--- src/rtl/simple_loop_arb_pkg.sv ---
// Shared types and constants for the simple_loop round-robin job arbiter.
package simple_loop_arb_pkg;

    localparam int DATA_W = 10;
    localparam logic [DATA_W-1:0] LOOP_BOUND = 10'd950;
    localparam int PERF_W = 16;

    typedef enum logic [1:0] {
        IDLE   = 2'd0,
        ISSUE  = 2'd1,
        WAIT   = 2'd2,
        RETURN = 2'd3
    } arb_state_t;

endpackage

--- src/rtl/simple_loop_rr_pick.sv ---
// Round-robin picker: first valid requester at or above ptr, wrapping modulo NUM_REQ.
module simple_loop_rr_pick #(
    parameter int NUM_REQ = 4,
    localparam int ID_W = $clog2(NUM_REQ)
) (
    input  logic [NUM_REQ-1:0] vld,
    input  logic [ID_W-1:0]    ptr,
    output logic [NUM_REQ-1:0] gnt,
    output logic [ID_W-1:0]    gnt_id,
    output logic               any
);

    int              sum;
    logic [ID_W-1:0] idx;

    // Walk the requesters starting at ptr and keep the first valid one found.
    always_comb begin
        gnt    = '0;
        gnt_id = '0;
        any    = 1'b0;
        sum    = 0;
        idx    = '0;
        for (int k = 0; k < NUM_REQ; k++) begin
            sum = int'(ptr) + k;
            if (sum >= NUM_REQ) begin
                sum = sum - NUM_REQ;
            end
            idx = ID_W'(sum);
            if (!any && vld[idx]) begin
                gnt[idx] = 1'b1;
                gnt_id   = idx;
                any      = 1'b1;
            end
        end
    end

endmodule

--- src/rtl/simple_loop_arbiter.sv ---
// Round-robin scheduler sharing one simple_loop kernel among NUM_REQ requesters.
// One job in flight at a time: IDLE -> ISSUE -> WAIT -> RETURN -> IDLE.
// Optional performance counters are enabled by defining SIMPLE_LOOP_ARB_PERF_EN;
// without it the perf ports read 0 and no counter registers exist.
module simple_loop_arbiter
    import simple_loop_arb_pkg::*;
#(
    parameter int NUM_REQ = 4,
    localparam int ID_W = $clog2(NUM_REQ)
) (
    input  logic                      clk,
    input  logic                      rst_n,
    input  logic [NUM_REQ*DATA_W-1:0] req_n,
    input  logic [NUM_REQ-1:0]        req_n_vld,
    output logic [NUM_REQ-1:0]        req_n_rdy,
    output logic [DATA_W-1:0]         req_result,
    output logic [NUM_REQ-1:0]        req_result_vld,
    input  logic [NUM_REQ-1:0]        req_result_rdy,
    output logic [DATA_W-1:0]         kern_n,
    output logic                      kern_n_vld,
    input  logic                      kern_n_rdy,
    input  logic [DATA_W-1:0]         kern_result,
    input  logic                      kern_result_vld,
    output logic                      kern_result_rdy,
    output logic                      busy,
    output logic [ID_W-1:0]           cur_id,
    output logic [PERF_W-1:0]         perf_jobs,
    output logic [PERF_W-1:0]         perf_last_lat
);

    arb_state_t           state;
    logic [ID_W-1:0]      rr_ptr;
    logic [ID_W-1:0]      cur_id_q;
    logic [DATA_W-1:0]    n_reg;
    logic [DATA_W-1:0]    res_reg;
    logic                 kern_n_vld_q;
    logic                 kern_result_rdy_q;
    logic                 busy_q;
    logic [NUM_REQ-1:0]   req_result_vld_q;

    logic [NUM_REQ-1:0]   pick_gnt;
    logic [ID_W-1:0]      pick_id;
    logic                 pick_any;
    logic                 grant_fire;
    logic                 return_fire;

    simple_loop_rr_pick #(
        .NUM_REQ (NUM_REQ)
    ) u_pick (
        .vld    (req_n_vld),
        .ptr    (rr_ptr),
        .gnt    (pick_gnt),
        .gnt_id (pick_id),
        .any    (pick_any)
    );

    assign grant_fire  = (state == IDLE) && pick_any;
    assign return_fire = (state == RETURN) && req_result_rdy[cur_id_q];

    // Ready is offered only in IDLE; gating with rst_n keeps it low while reset is held.
    assign req_n_rdy = ((state == IDLE) && rst_n) ? pick_gnt : '0;

    assign kern_n          = n_reg;
    assign kern_n_vld      = kern_n_vld_q;
    assign kern_result_rdy = kern_result_rdy_q;
    assign req_result      = res_reg;
    assign req_result_vld  = req_result_vld_q;
    assign busy            = busy_q;
    assign cur_id          = cur_id_q;

    // Job FSM with its handshake outputs registered alongside the state.
    always_ff @(posedge clk or negedge rst_n) begin
        if (!rst_n) begin
            state             <= IDLE;
            rr_ptr            <= '0;
            cur_id_q          <= '0;
            n_reg             <= '0;
            res_reg           <= '0;
            kern_n_vld_q      <= 1'b0;
            kern_result_rdy_q <= 1'b0;
            req_result_vld_q  <= '0;
            busy_q            <= 1'b0;
        end else begin
            case (state)
                IDLE: begin
                    if (pick_any) begin
                        n_reg        <= req_n[pick_id*DATA_W +: DATA_W];
                        cur_id_q     <= pick_id;
                        kern_n_vld_q <= 1'b1;
                        busy_q       <= 1'b1;
                        state        <= ISSUE;
                    end
                end
                ISSUE: begin
                    if (kern_n_rdy) begin
                        kern_n_vld_q      <= 1'b0;
                        kern_result_rdy_q <= 1'b1;
                        state             <= WAIT;
                    end
                end
                WAIT: begin
                    if (kern_result_vld) begin
                        res_reg                    <= kern_result;
                        kern_result_rdy_q          <= 1'b0;
                        req_result_vld_q[cur_id_q] <= 1'b1;
                        state                      <= RETURN;
                    end
                end
                RETURN: begin
                    if (req_result_rdy[cur_id_q]) begin
                        req_result_vld_q <= '0;
                        busy_q           <= 1'b0;
                        rr_ptr           <= (cur_id_q == ID_W'(NUM_REQ - 1)) ? '0 : cur_id_q + 1'b1;
                        state            <= IDLE;
                    end
                end
                default: begin
                    kern_n_vld_q      <= 1'b0;
                    kern_result_rdy_q <= 1'b0;
                    req_result_vld_q  <= '0;
                    busy_q            <= 1'b0;
                    state             <= IDLE;
                end
            endcase
        end
    end

`ifdef SIMPLE_LOOP_ARB_PERF_EN
    logic [PERF_W-1:0] jobs_q;
    logic [PERF_W-1:0] lat_cnt;
    logic [PERF_W-1:0] last_lat_q;

    // Saturating job and latency counters; latency includes the RETURN cycle itself.
    always_ff @(posedge clk or negedge rst_n) begin
        if (!rst_n) begin
            jobs_q     <= '0;
            lat_cnt    <= '0;
            last_lat_q <= '0;
        end else begin
            if (grant_fire) begin
                lat_cnt <= '0;
            end else if (busy_q && (lat_cnt != '1)) begin
                lat_cnt <= lat_cnt + 1'b1;
            end
            if (return_fire) begin
                if (jobs_q != '1) begin
                    jobs_q <= jobs_q + 1'b1;
                end
                last_lat_q <= (lat_cnt == '1) ? lat_cnt : lat_cnt + 1'b1;
            end
        end
    end

    assign perf_jobs     = jobs_q;
    assign perf_last_lat = last_lat_q;
`else
    assign perf_jobs     = '0;
    assign perf_last_lat = '0;
`endif

endmodule

--- config.mk ---
export PLATFORM = sky130hd
export DESIGN_NAME = simple_loop_arbiter
export DESIGN_NICKNAME = d
export VERILOG_FILES = /design/src/rtl/simple_loop_arb_pkg.sv /design/src/rtl/simple_loop_rr_pick.sv /design/src/rtl/simple_loop_arbiter.sv
export SDC_FILE = /design/constraint.sdc
export NUM_CORES = 1
export LEC_CHECK = 0
export CAP_MARGIN = 0
export CELL_PAD_IN_SITES_DETAIL_PLACEMENT = 0
export CELL_PAD_IN_SITES_GLOBAL_PLACEMENT = 1
export CORE_ASPECT_RATIO = 2
export CORE_MARGIN = 2
export CORE_UTILIZATION = 51
export DETAILED_ROUTE_END_ITERATION = 8
export DONT_BUFFER_PORTS = 1
export PLACE_DENSITY_LB_ADDON = 0.1
export SLEW_MARGIN = 20
export SYNTH_ARGS = -nofsm -noshare
export SYNTH_HDL_FRONTEND = slang
export SYNTH_HIERARCHICAL = 1
export SYNTH_SLANG_ARGS = --single-unit
--- constraint.sdc ---
create_clock -name clk -period 7.45 [get_ports clk]
set_input_delay 1.49 -clock clk [delete_from_list [all_inputs] [get_ports clk]]
set_output_delay 1.49 -clock clk [all_outputs]
set_load 0.01 [all_outputs]
==> results of run 1 <==
worst max-delay path, cell delays in order:
cell,delay (ns)
mux4_2,0.61
nor4b_4,0.44
a22oi_1,0.14
o21ai_0,0.11
and3_1,0.23
kinds of logic (layout without fill, tap and decap cells):
kind of cell	count (synthesis)	after routing
AO/OA/AOI/OAI	33	33
adder cells (fa/ha/maj)	13	13
buffers and inverters	50	20
flip-flops	33	33
multiplexers	46	46
other	1	32
AND/OR/NAND/NOR	28	28
final timing paths:
kind,startpoint,end,cells past startpoint,slack (ns)
setup / recovery,req_n_vld[3],req_n_rdy[2],5,2.93
hold / removal,state[1],state[1],1,0.56
setup reg to reg,rr_ptr[0],kern_n[2],7,4.04
hold reg to reg,state[1],state[1],1,0.56
max in group asynchronous,rst_n,req_result[7],0,6.47
min in group asynchronous,rst_n,req_result[2],0,0.90
metrics by stage:
step / std cells / setup slack [ns] / instance area, µm² / total power [µW]
3_3_place_gp: 252 / 3.07 / 2310 / 1010
5_1_grt: 260 / 2.86 / 2410 / 1260
2_1_floorplan: 235 / 3.17 / 2520 / 932
4_1_cts: 260 / 2.96 / 2410 / 1180
6_report: 260 / 2.93 / 2410 / 1170
3_5_place_dp: 252 / 2.95 / 2310 / 1030
flip-flops by register name, indices dropped and copies added (netlist names):
signal,count
rr_ptr,2
kern_n_vld,1
req_result,10
kern_n,10
req_result_vld,4
kern_result_rdy,1
state,2
busy,1
cur_id,2
power by group through the flow:
stage,Clock (µW),Sequential (µW),Combinational (µW)
final,149,409,615
after global routing,159,426,677
after CTS,153,413,619
after detailed placement,0,416,616
after global placement,0,412,594
after floorplan,0,373,559
area by class of cell:
type	instances	area share, %
multi-input combinational	152	56.6
sequential	33	34.3
clock buffer	7	4.00
tap	55	2.86
inverter	11	1.72
timing repair buffer	1	0.312
clock inverter	1	0.208
metal layers:
metal / up-vias / wire length, µm / global-route usage, %
li1: 685 / - / -
met3: 11 / 444 / 5.04
met1: 760 / 1760 / 22.3
met5: - / 0 / 0
met2: 95 / 3160 / 37.9
met4: 0 / 140 / 9.47
synth_stat cells, drive strengths merged, types with 2 or more instances:
master	count
buf	37
dfrtp	33
mux2	26
mux4	15
ha	13
nand2	13
inv	11
o21ai	10
a22oi	8
mux2i	5
a31oi	4
and3	4
a22o	3
nand2b	3
clkbuf	2
nor2	2
o31ai	2
==> flow_summary.ini, run 1 <==
[clocking]
holdBufCountCts = 0
htreeDepth = 2
cts_sinks = 33
post_cts_resized = 0
cts-root-buf = clkbuf_8
numCtsBuffers = 5
clock_latency_ns = 0.28
cts_setup_buffers = 0
clk_pin_slew_ns = 0.07
clock_path_buffers = 2
cts_tree = yes

[logic_synthesis]
ys_types = 36
synth_top_area_share_pct = 34.4
synth-simple-area-share_pct = 6.67
synth_compound_area_share_pct = 9.44
yosys_register_bits = 33
synthXorXnorAreaFrac_pct = 0
synth_edf_count = 0
yosysTopAreaCell = dfrtp_1
ys.flop_type = dfrtp_1
avgSynthCellArea_um2 = 11.8
synthTopCellsByArea = dfrtp_1 34%, mux4_2 12%, mux2_2 11%, buf_4 10%, ha_1 6.8%
synth_cells = 204
yosys_warnings = 6
synthArstFlopShare_pct = 100
synth_adder_area_share_pct = 6.78
synthMuxAreaShare_pct = 28.7
synth_top_family_by_area = multiplexers
syn-cell-area_um2 = 2400
seq_area_frac_synth_pct = 34.4

[setup_path]
cp-start-kind = input pin
criticalPathCategory = in -> out
critical_path_arrival_ns = 3.03
cp.required_ns = 5.96
worstPathMaxFanout = 13
end_kind = output pin

[timing]
tns_ns = 0
slew-limit-headroom_pct = 62.6
timing.fmax_mhz = 221
rsz0062_at_grt = false
finalCritPeriodShare_pct = 60.7
holdWs_ns = 0.561
period_minus_slack_ns = 4.52
drv_slew = 0
hold_violations = 0
fin_skew_ns = 0.00546
final-setup-viol-count = 0
worst_slew_pin_slew_ns = 0.560

[global_route]
grt-ovfl-total = 0
grt_first_pass_wirelength_um = 8210
grt_pass1_vias = 1685
grt_use_total_pct = 21.1
grt_antenna_before_repair = 0
grt_max_degree = 38

[drt]
ant_nets = 0
wl_um = 5500
firstDrtPassIters = 4
vias_per_cell = 5.97
drc = 0
wl_per_cell_um = 21.2
vias = 1551
drt_iter0_drc = 23

[min_path]
hp-class = reg -> reg

[floorplanning]
initial_core_util_pct = 52.7
num_io_pins = 127
die_width_um = 52.5
die_y_um = 101
rows = 35
fp.coreArea_um2 = 4550
die_area_um2 = 5300

[pwr]
powerDensity_nw_per_um2 = 487
swShare_pct = 42.0
seqPwrFrac_pct = 34.9
ir_worst_vdd_v = 0.000279
p_clk_share_pct = 12.7
power_switching_uw = 492
comb_power_share_pct = 52.4
leakage_uw = 0.00108
power.internal_uw = 681

[final_layout]
finish.utilization_pct = 52.9
fillCellCount = 431
register_area_um2 = 826
multi_input_area_um2 = 1360
final_common_cell = dfrtp_1
antenna-diode-count = 0
layout-drive-gt1-share_pct = 24.4
final_cell_mix = 33 x dfrtp_1, 32 x conb_1, 24 x mux2_2
syn_to_final_growth_pct = 0.313
nets = 279

[flow_run]
cap_viol_max_count = 0

[status]
outcome = completed

[place]
gp_congestion = 0.776
hpwl_um = 4400
portBuffers = 0
Power figures use the tool's default switching activity.
==> inputs of run 2 (changes only) <==
CORE_UTILIZATION = 43   (was 51)
clock period = 3.9 ns   (was 7.45 ns; I/O delays follow)
==> run 2 against run 1 <==
Worst setup slack got worse by 2.6 ns. Register-to-register slack lost 3.5 ns. Non-clock buffer count is the same. Critical path depth grew 2. Power up 87%. Worst hold slack worse by 0.38 ns. Clock-buffer cell count fell by 2. Clock skew down 0.0011 ns. Clock power is 75% higher. Combinational power up 89%. Critical endpoint is now req_n_rdy[1].
==> flow_summary.ini, run 2 (synthesis results as in run 1) <==
[status]
outcome = completed

[pwr]
seqPwrFrac_pct = 35.3
p_total_uw = 2190
p_clk_share_pct = 11.9
ir_worst_vdd_v = 0.000394
leakage_uw = 0.00107
power_switching_uw = 930
comb_power_share_pct = 52.8
powerDensity_nw_per_um2 = 913
swShare_pct = 42.4
power.internal_uw = 1270

[place]
gp_congestion = 0.806
placed_cells = 257
hpwl_um = 3930
portBuffers = 0

[timing]
hold_violations = 0
tns_ns = 0
finalCritPeriodShare_pct = 91.2
slew-limit-headroom_pct = 63.7
drv_slew = 0
rsz0062_at_grt = false
worst_slew_pin_slew_ns = 0.545
final-setup-viol-count = 0
fin_skew_ns = 0.00440
period_minus_slack_ns = 3.56
timing.fmax_mhz = 281

[drt]
firstDrtPassIters = 5
ant_nets = 0
wl_per_cell_um = 19.0
drc = 0
wl_um = 5040
drt_iter0_drc = 68
vias_per_cell = 5.90
vias = 1563

[clocking]
cts_sinks = 33
cts_setup_buffers = 0
numCtsBuffers = 5
clk_pin_slew_ns = 0.07
htreeDepth = 2
clock_latency_ns = 0.29
holdBufCountCts = 0
clock_path_buffers = 2
post_cts_resized = 0
cts_tree = yes
cts-root-buf = clkbuf_8

[setup_path]
reg2reg_slack_ns = 0.51
cp-start-kind = register
reg2reg_to = kern_n[7]
end_kind = output pin
worstPathMaxFanout = 14
reg2reg_from = rr_ptr[0]
criticalPathCategory = reg -> out
critical_path_arrival_ns = 2.78
rr_worst_depth = 9
cp.required_ns = 3.12

[final_layout]
multi_input_area_um2 = 1360
finish.utilization_pct = 44.3
finalNonFillerCells = 265
register_area_um2 = 826
final_common_cell = dfrtp_1
nets = 279
fillCellCount = 544
layout-drive-gt1-share_pct = 24.4
antenna-diode-count = 0
final_cell_mix = 33 x dfrtp_1, 32 x conb_1, 24 x mux2_2
syn_to_final_growth_pct = 0.157

[global_route]
grt_first_pass_wirelength_um = 7930
grt_max_degree = 38
grt_use_total_pct = 16.4
grt-ovfl-total = 0
grt_pass1_vias = 1620
grt_antenna_before_repair = 0

[floorplanning]
fp.coreArea_um2 = 5420
die_area_um2 = 6230
initial_core_util_pct = 44.3
num_io_pins = 127
rows = 38
die_width_um = 56.8
die_y_um = 110

[min_path]
hp-class = in -> async

[flow_run]
cap_viol_max_count = 0
## run 2: cell count changes in the layout (fill, tap and decap cells not counted)
cell        delta
clkbuf_8       -2
clkinv_2       -1
clkinvlp_4     +3
## run 2: per-stage QoR
| stage | instance area [µm²] | hold WS, ns | setup WS (ns) |
|---|---|---|---|
| 4_1_cts | 2400 | 0.169 | 0.318 |
| 5_1_grt | 2400 | 0.162 | 0.120 |
| 3_3_place_gp | 2310 | 0.486 | 0.636 |
| 6_report | 2400 | 0.180 | 0.345 |
| 2_1_floorplan | 2520 | 0.484 | 0.902 |
| 3_5_place_dp | 2310 | 0.486 | 0.496 |
## run 2: area by class of cell
cell class,instances,area share (%)
timing repair buffer,1,0.312
inverter,11,1.72
clock buffer,5,2.86
multi-input combinational,152,56.7
clock inverter,3,0.937
tap,60,3.12
sequential,33,34.4
## run 2: metal layers
metal / routed length, µm / track usage, % / share of wire (%) / vias to the layer above
met5: 0 / 0 / 0 / -
met4: 91 / 7.14 / 1.8 / 0
met3: 468 / 4.82 / 9.3 / 8
met2: 2890 / 30.7 / 57 / 100
met1: 1590 / 16.5 / 32 / 765
li1: - / - / - / 690
## run 2: worst max path at each step
stage	slack [ns]	from	end
after global placement	0.64	rr_ptr[0]	kern_n[7]
after detailed placement	0.50	rr_ptr[0]	kern_n[7]
after floorplan	0.90	req_n_vld[3]	kern_n[0]
after global routing	0.12	rr_ptr[0]	req_n_rdy[3]
final	0.34	rr_ptr[0]	req_n_rdy[1]
after CTS	0.32	rr_ptr[0]	req_n_rdy[3]
## run 2: critical path, stage by stage, from the launching register on
cell	delay [ns]
dfrtp_1	0.69
inv_1	0.13
ha_1	0.38
mux4_2	0.45
nor4b_4	0.39
a22oi_1	0.13
o21ai_0	0.09
and3_1	0.23
## run 2: power groups by stage
| stage | sequential [µW] | combinational [µW] | clock (µW) |
|---|---|---|---|
| 6_report | 774 | 1160 | 261 |
| 5_1_grt | 805 | 1280 | 284 |
| 4_1_cts | 781 | 1170 | 274 |
| 3_5_place_dp | 784 | 1170 | 0 |
| 3_3_place_gp | 780 | 1130 | 0 |
| 2_1_floorplan | 712 | 1070 | 0 |
